$ cat config.mk
export PLATFORM = sky130hd
export DESIGN_NAME = l1_scaler_accum
export DESIGN_NICKNAME = d
export VERILOG_FILES = /design/src/rtl/l1_scaler_accum_pkg.sv /design/src/rtl/l1_scaler_counter.sv /design/src/rtl/l1_scaler_accum.sv
export SDC_FILE = /design/constraint.sdc
export NUM_CORES = 2
export LEC_CHECK = 0
export CAP_MARGIN = 25
export CORE_AREA = 8 8 563 288
export CTS_CLUSTER_SIZE = 8
export DETAILED_ROUTE_END_ITERATION = 12
export DIE_AREA = 0 0 571 296
export DONT_BUFFER_PORTS = 1
export PLACE_DENSITY = 0.45
export SETUP_SLACK_MARGIN = 0.05
export SLEW_MARGIN = 20
export SYNTH_ARGS = -nofsm -noshare
export SYNTH_HDL_FRONTEND = slang
export SYNTH_HIERARCHICAL = 1
export SYNTH_SLANG_ARGS = --single-unit
$ cat constraint.sdc
create_clock -name sclk_i -period 5.25 [get_ports sclk_i]
set_input_delay 0.525 -clock sclk_i [delete_from_list [all_inputs] [get_ports sclk_i]]
set_output_delay 0.525 -clock sclk_i [all_outputs]
set_load 0.05 [all_outputs]
$ cat src/rtl/l1_scaler_accum_pkg.sv
// Shared constants and helpers for the L1 scaler accumulator.
package l1_scaler_accum_pkg;

  localparam int SCAL_NUM_L1 = 20;
  localparam int SCAL_BITS   = 16;

  // Number of bits needed to address 'value' distinct items (minimum 1).
  function automatic int clogb2(input int value);
    int v;
    int r;
    v = value - 1;
    r = 0;
    while (v > 0) begin
      r++;
      v = v >> 1;
    end
    if (r == 0) r = 1;
    return r;
  endfunction

endpackage

$ cat src/rtl/l1_scaler_counter.sv
// One L1 channel: saturating event counter, sticky saturation flag and
// holding register loaded on latch.
module l1_scaler_counter #(
  parameter int SCALER_BITS = 16
) (
  input  logic                   sclk_i,
  input  logic                   rst_n_i,
  input  logic                   event_i,
  input  logic                   latch_i,
  output logic [SCALER_BITS-1:0] hold_o,
  output logic                   hsat_o
);

  localparam logic [SCALER_BITS-1:0] CNT_MAX = '1;

  logic [SCALER_BITS-1:0] cnt;
  logic [SCALER_BITS-1:0] cnt_nxt;
  logic                   sat;
  logic                   sat_nxt;

  // Count including this cycle's event, so a latch never drops the coincident event.
  always_comb begin
    cnt_nxt = cnt;
    if (event_i && (cnt != CNT_MAX)) cnt_nxt = cnt + 1'b1;
    sat_nxt = sat | (cnt_nxt == CNT_MAX);
  end

  // Counter/flag update; on latch the closing period moves into the holding register.
  always_ff @(posedge sclk_i or negedge rst_n_i) begin
    if (!rst_n_i) begin
      cnt    <= '0;
      sat    <= 1'b0;
      hold_o <= '0;
      hsat_o <= 1'b0;
    end else if (latch_i) begin
      hold_o <= cnt_nxt;
      hsat_o <= sat_nxt;
      cnt    <= '0;
      sat    <= 1'b0;
    end else begin
      cnt    <= cnt_nxt;
      sat    <= sat_nxt;
    end
  end

endmodule

$ cat src/rtl/l1_scaler_accum.sv
// L1 scaler accumulator: per-channel counters, gate-period timer with
// external latch, and registered single-channel readback.
module l1_scaler_accum
  import l1_scaler_accum_pkg::*;
#(
  parameter int NUM_L1      = SCAL_NUM_L1,
  parameter int NUM_L1_BITS = clogb2(NUM_L1),
  parameter int SCALER_BITS = SCAL_BITS,
  parameter int PERIOD_BITS = 20
) (
  input  logic                   sclk_i,
  input  logic                   rst_n_i,
  input  logic [NUM_L1-1:0]      scaler_i,
  input  logic                   sce_i,
  input  logic [PERIOD_BITS-1:0] period_i,
  input  logic                   ext_latch_i,
  input  logic [NUM_L1_BITS-1:0] rd_addr_i,
  input  logic                   rd_stb_i,
  output logic [SCALER_BITS-1:0] rd_data_o,
  output logic                   rd_sat_o,
  output logic                   rd_ack_o,
  output logic                   latch_o,
  output logic [7:0]             period_num_o
);

  logic [PERIOD_BITS-1:0] pcnt;
  logic [PERIOD_BITS-1:0] period_m1;
  logic                   auto_latch;
  logic                   latch;

  logic [SCALER_BITS-1:0] hold_w [NUM_L1];
  logic [NUM_L1-1:0]      hsat_w;
  logic [SCALER_BITS-1:0] sel_data;
  logic                   sel_sat;

  // Latch decision; >= lets a shrunk period close at the very next tick.
  always_comb begin
    period_m1  = period_i - 1'b1;
    auto_latch = sce_i && (period_i != '0) && (pcnt >= period_m1);
    latch      = auto_latch || ext_latch_i;
  end

  // Gate-period tick counter, restarted by any latch.
  always_ff @(posedge sclk_i or negedge rst_n_i) begin
    if (!rst_n_i)   pcnt <= '0;
    else if (latch) pcnt <= '0;
    else if (sce_i) pcnt <= pcnt + 1'b1;
  end

  // Latch pulse and period numbering.
  always_ff @(posedge sclk_i or negedge rst_n_i) begin
    if (!rst_n_i) begin
      latch_o      <= 1'b0;
      period_num_o <= '0;
    end else begin
      latch_o <= latch;
      if (latch) period_num_o <= period_num_o + 1'b1;
    end
  end

  genvar gc;
  generate
    for (gc = 0; gc < NUM_L1; gc++) begin : g_chan
      l1_scaler_counter #(
        .SCALER_BITS (SCALER_BITS)
      ) u_cnt (
        .sclk_i  (sclk_i),
        .rst_n_i (rst_n_i),
        .event_i (scaler_i[gc]),
        .latch_i (latch),
        .hold_o  (hold_w[gc]),
        .hsat_o  (hsat_w[gc])
      );
    end
  endgenerate

  // Read mux; unmapped addresses read as zero.
  always_comb begin
    sel_data = '0;
    sel_sat  = 1'b0;
    for (int i = 0; i < NUM_L1; i++) begin
      if (rd_addr_i == NUM_L1_BITS'(i)) begin
        sel_data = hold_w[i];
        sel_sat  = hsat_w[i];
      end
    end
  end

  // Registered readback; data holds between strobes, pre-latch value on collision.
  always_ff @(posedge sclk_i or negedge rst_n_i) begin
    if (!rst_n_i) begin
      rd_data_o <= '0;
      rd_sat_o  <= 1'b0;
      rd_ack_o  <= 1'b0;
    end else begin
      rd_ack_o <= rd_stb_i;
      if (rd_stb_i) begin
        rd_data_o <= sel_data;
        rd_sat_o  <= sel_sat;
      end
    end
  end

endmodule

==> flow_summary_export.csv <==
group,metric,value,unit
run_status,result_of_the_run,"finished clean",
timing,timing.final.hold_violations,0,
logic_synthesis,number_of_distinct_library_cells_after_synthesis,85,
detailed_routing,detailedRoute.firstPassIterationCount,6,
setup_path,critical_path.max_fanout,43,
finish,fin_area,0.0435,mm²
pwr,seq_power_share,47.1,%
pwr,power_leakage,17.9,nW
logic_synthesis,synthesis.yosys.warnings,6,
global_route,grt_antenna_before_repair,3,
logic_synthesis,most_repeated_cell_in_the_gate_level_netlist_after_synthesis,"sky130_fd_sc_hd__dfrtp_1",
logic_synthesis,synth.avg_cell_area,9.36,µm²
pwr,internal_power,9.59,mW
timing,unrepaired_setup_endpoints_after_global_routing,"false",
setup_path,rr_worst_depth,8,
setup_path,timing.critical_path.slowest_stage_cell,"sky130_fd_sc_hd__dlygate4sd3_1",
setup_path,startpoint_type,"input port",
setup_path,chain_of_cells_forming_the_critical_path,"nor4_1 -> nand2_1 -> nor2_1 -> nand2_1 -> nor4_1 -> xnor2_1 -> ha_1 -> nand4_1 -> or4b_1 -> o221ai_1 -> a31o_4 -> buf_4 -> o22ai_1 -> dlygate4sd3_1",
timing,worst-slew-pin-transition,1.01,ns
finish,synthToLayoutAreaGrowth,13.6,%
setup_path,crit_arrival,4.65,ns
floorplanning,die_height,296,µm
place,dp_slack,0.660,ns
finish,finalNetCount,4180,
detailed_routing,post-route-drc-count,0,
timing,period_share,77.4,%
detailed_routing,finalWirelength,141000,µm
logic_synthesis,number_of_flip_flops_and_latches_in_the_synthesized_netlist,727,
setup_path,reg2reg_from,"pcnt[15]$_DFFE_PN0P_",
logic_synthesis,yosysTopAreaCell,"sky130_fd_sc_hd__dfrtp_1",
floorplanning,num_rows,102,
detailed_routing,final_antenna_net_count,0,
place,portBuffers,0,
timing,period_minus_slack,4.06,ns
global_route,number_of_global_route_vias_before_repair,29100,
logic_synthesis,synth_enable_flop_cells,0,
hold_path,hold_class,"input port to flop",
setup_path,critPathBufInv,2,
clocking,tritoncts,"built",
logic_synthesis,seq_area_frac_synth,47.5,%
timing,report.final.slew_viol_count,0,
clocking,tritoncts.num_buffers,101,
timing,totalNegativeSetupSlack,0,ns
timing,maxClockFrequency,246,MHz
logic_synthesis,mappedNetlistNets,4190,
logic_synthesis,ys_top_cells_by_area,"sky130_fd_sc_hd__dfrtp_1 (47%), sky130_fd_sc_hd__nor2_1 (6.3%), sky130_fd_sc_hd__a21oi_1 (4.5%), sky130_fd_sc_hd__nand2_1 (3.5%), sky130_fd_sc_hd__o21ai_0 (3.1%)",
clocking,clock_insertion_delay_worst_skew,0.72,ns
finish,post-route-util,28.3,%
timing,worst_slew_margin_rel,32.2,%
logic_synthesis,post_synth_instance_area,0.0383,mm²
timing,post_route_setup_slack,1.19,ns
floorplanning,start_util,24.9,%
pwr,design_power_total,13.1,mW
setup_path,worst-endpoint-required,5.84,ns
floorplanning,core_area,0.154,mm²
timing,timing.hold.ws,0.0670,ns
clocking,cts_resized,0,
global_route,grt.overflow.total,0,
clocking,cts.sink_count,727,
detailed_routing,detailedRoute.firstIterationViolations,4401,
detailed_routing,viasPerCell,5.25,
logic_synthesis,most_frequent_cells_after_synthesis,"sky130_fd_sc_hd__dfrtp_1 (727), sky130_fd_sc_hd__nor2_1 (644), sky130_fd_sc_hd__nand2_1 (355), sky130_fd_sc_hd__a21oi_1 (344), sky130_fd_sc_hd__o21ai_0 (237)",
hold_path,worst_hold_startpoint,"rd_stb_i",
hold_path,timing.hold.worst_path_depth,3,
logic_synthesis,synth_top_area_share,47.5,%
timing,skew,0.0298,ns
detailed_routing,route.detailed.wl_per_inst,22.8,µm
pwr,comb_power_share,7.0,%
clocking,cts_buffer_depth,3,
setup_path,worstReg2RegEnd,"pcnt[0]$_DFFE_PN0P_",
pwr,ir_drop,0.233,mV
detailed_routing,num_vias,32500,
logic_synthesis,post_synth_inst_count,4096,
floorplanning,chip_width,571,µm
job,cap_violations,0,
pwr,clockPowerShare,45.9,%
timing,setup_violations,0,
floorplanning,fp.dieArea,0.169,mm²
finish,post_route_insts_no_fill,6179,
clocking,ctsRootBufferMaster,"sky130_fd_sc_hd__clkbuf_16",
pwr,sw_frac_of_total,26.8,%
place,place_inst,6056,
global_route,wire_length_of_the_first_global_routing_pass,207000,µm
place,hpwlAfterDp,106000,µm
place,placed_area,0.0407,mm²
setup_path,critPathMaxStageDelay,0.58,ns
global_route,grt_start_max_net_pins,139,
clocking,post_cts_buffers,0,
hold_path,hold-path-endpoint,"rd_data_o[12]$_DFFE_PN0P_",
finish,drive_gt1_share,10.1,%
setup_path,criticalPathCategory,"input port to flop",
pwr,power-per-cell-area,301,mW/mm²
global_route,groute.usage.overall,16.3,%
setup_path,r2r_setup_slack,1.84,ns
logic_synthesis,synth-async-reset-ratio,100,%
setup_path,timing.critical_path.to_type,"flop",
floorplanning,io_pins,77,
pwr,power.switching,3.52,mW
setup_path,crit_family,"simple AND/OR/NAND/NOR gates",
clocking,ctsHtreeMaxLevel,3,
clocking,clk_pin_slew,0.05,ns
place,finalWeightedCongestion,0.886,
logic_synthesis,synthFlopType,"sky130_fd_sc_hd__dfrtp_1",
[tightest hold or removal path, cell delays in order]
cell and delay, ns:
sky130_fd_sc_hd__nand2_1 0.04, sky130_fd_sc_hd__o21ai_0 0.06, sky130_fd_sc_hd__o21ai_1 0.07
[flip-flops by register name, summed over array words and instances, names as in the netlist]
name                 flops
pcnt                    20
latch_o                  1
rd_ack_o                 1
rd_data_o               16
g_chan.u_cnt/hold_o    320
period_num_o             8
g_chan.u_cnt/hsat_o     20
g_chan.u_cnt/cnt       320
g_chan.u_cnt/sat        20
rd_sat_o                 1
[routing by layer]
metal | vias up | wire (µm) | global-route usage, %
met5 | - | 0 | 0
met4 | 0 | 2050 | 2.62
met3 | 146 | 17500 | 6.84
met2 | 1362 | 42100 | 16.0
met1 | 16000 | 79300 | 29.0
li1 | 15000 | - | -
[cell type report]
type,count,area [µm²]
Inverter,48,180
Multi-Input combinational cell,3140,19100
Antenna cell,2,5.00
Tap cell,2080,2600
Timing Repair Buffer,68,683
Fill cell,16200,110000
Sequential cell,727,18200
Clock buffer,109,2630
Clock inverter,5,101
[timing repair]
item | 4_1_cts | 5_1_grt
hold buffers | 6 | 0
endpoints found under the hold margin | 124 | 0
endpoints found under the setup margin | 0 | 0
[placed cells by master, fill, tap and decap left out, types with 22 or more instances in the layout]
master / instances
sky130_fd_sc_hd__and3_1: 48
sky130_fd_sc_hd__nand2_1: 355
sky130_fd_sc_hd__a31oi_1: 71
sky130_fd_sc_hd__xnor2_1: 62
sky130_fd_sc_hd__and4_1: 101
sky130_fd_sc_hd__buf_4: 50
sky130_fd_sc_hd__o21ai_0: 237
sky130_fd_sc_hd__mux2i_1: 36
sky130_fd_sc_hd__o21bai_1: 22
sky130_fd_sc_hd__o22ai_1: 35
sky130_fd_sc_hd__nand4_1: 131
sky130_fd_sc_hd__or4_1: 24
sky130_fd_sc_hd__inv_1: 48
sky130_fd_sc_hd__a21oi_1: 344
sky130_fd_sc_hd__ha_1: 44
sky130_fd_sc_hd__xor2_1: 120
sky130_fd_sc_hd__nand3_1: 161
sky130_fd_sc_hd__a2bb2oi_1: 23
sky130_fd_sc_hd__o211ai_1: 25
sky130_fd_sc_hd__and2_1: 82
sky130_fd_sc_hd__nor4_1: 25
sky130_fd_sc_hd__nor3_1: 39
sky130_fd_sc_hd__clkbuf_16: 103
sky130_fd_sc_hd__nor2_1: 644
sky130_fd_sc_hd__mux2_2: 94
sky130_fd_sc_hd__dfrtp_1: 727
[power groups by stage]
stage	registers [mW]	clock network (mW)	logic (mW)
global route	6.20	6.45	1.03
CTS	6.18	6.22	0.919
finish	6.18	6.01	0.918
global placement	6.27	0	0.899
floorplan	6.15	0	0.581
detailed placement	6.27	0	0.907
[worst max-delay path by stage]
stage / endpoint / startpoint / cells past startpoint
floorplan: g_chan[0].u_cnt/hold_o[0]$_DFFE_PN0P_ / period_i[10] / 16
global placement: g_chan[7].u_cnt/hsat_o$_DFFE_PN0P_ / period_i[7] / 15
detailed placement: g_chan[14].u_cnt/hsat_o$_DFFE_PN0P_ / period_i[7] / 15
CTS: pcnt[0]$_DFFE_PN0P_ / period_i[7] / 14
global route: pcnt[0]$_DFFE_PN0P_ / period_i[7] / 14
finish: pcnt[0]$_DFFE_PN0P_ / period_i[7] / 14
[cell families after synthesis]
kind of cell | share of synthesized area [%]
mux | 3.88
fa+ha+maj | 1.44
buf+inv | 2.60
compound gates | 16.5
simple gates | 24.0
flops | 47.5
xor+xnor | 4.16
Power figures use the tool's default switching activity.
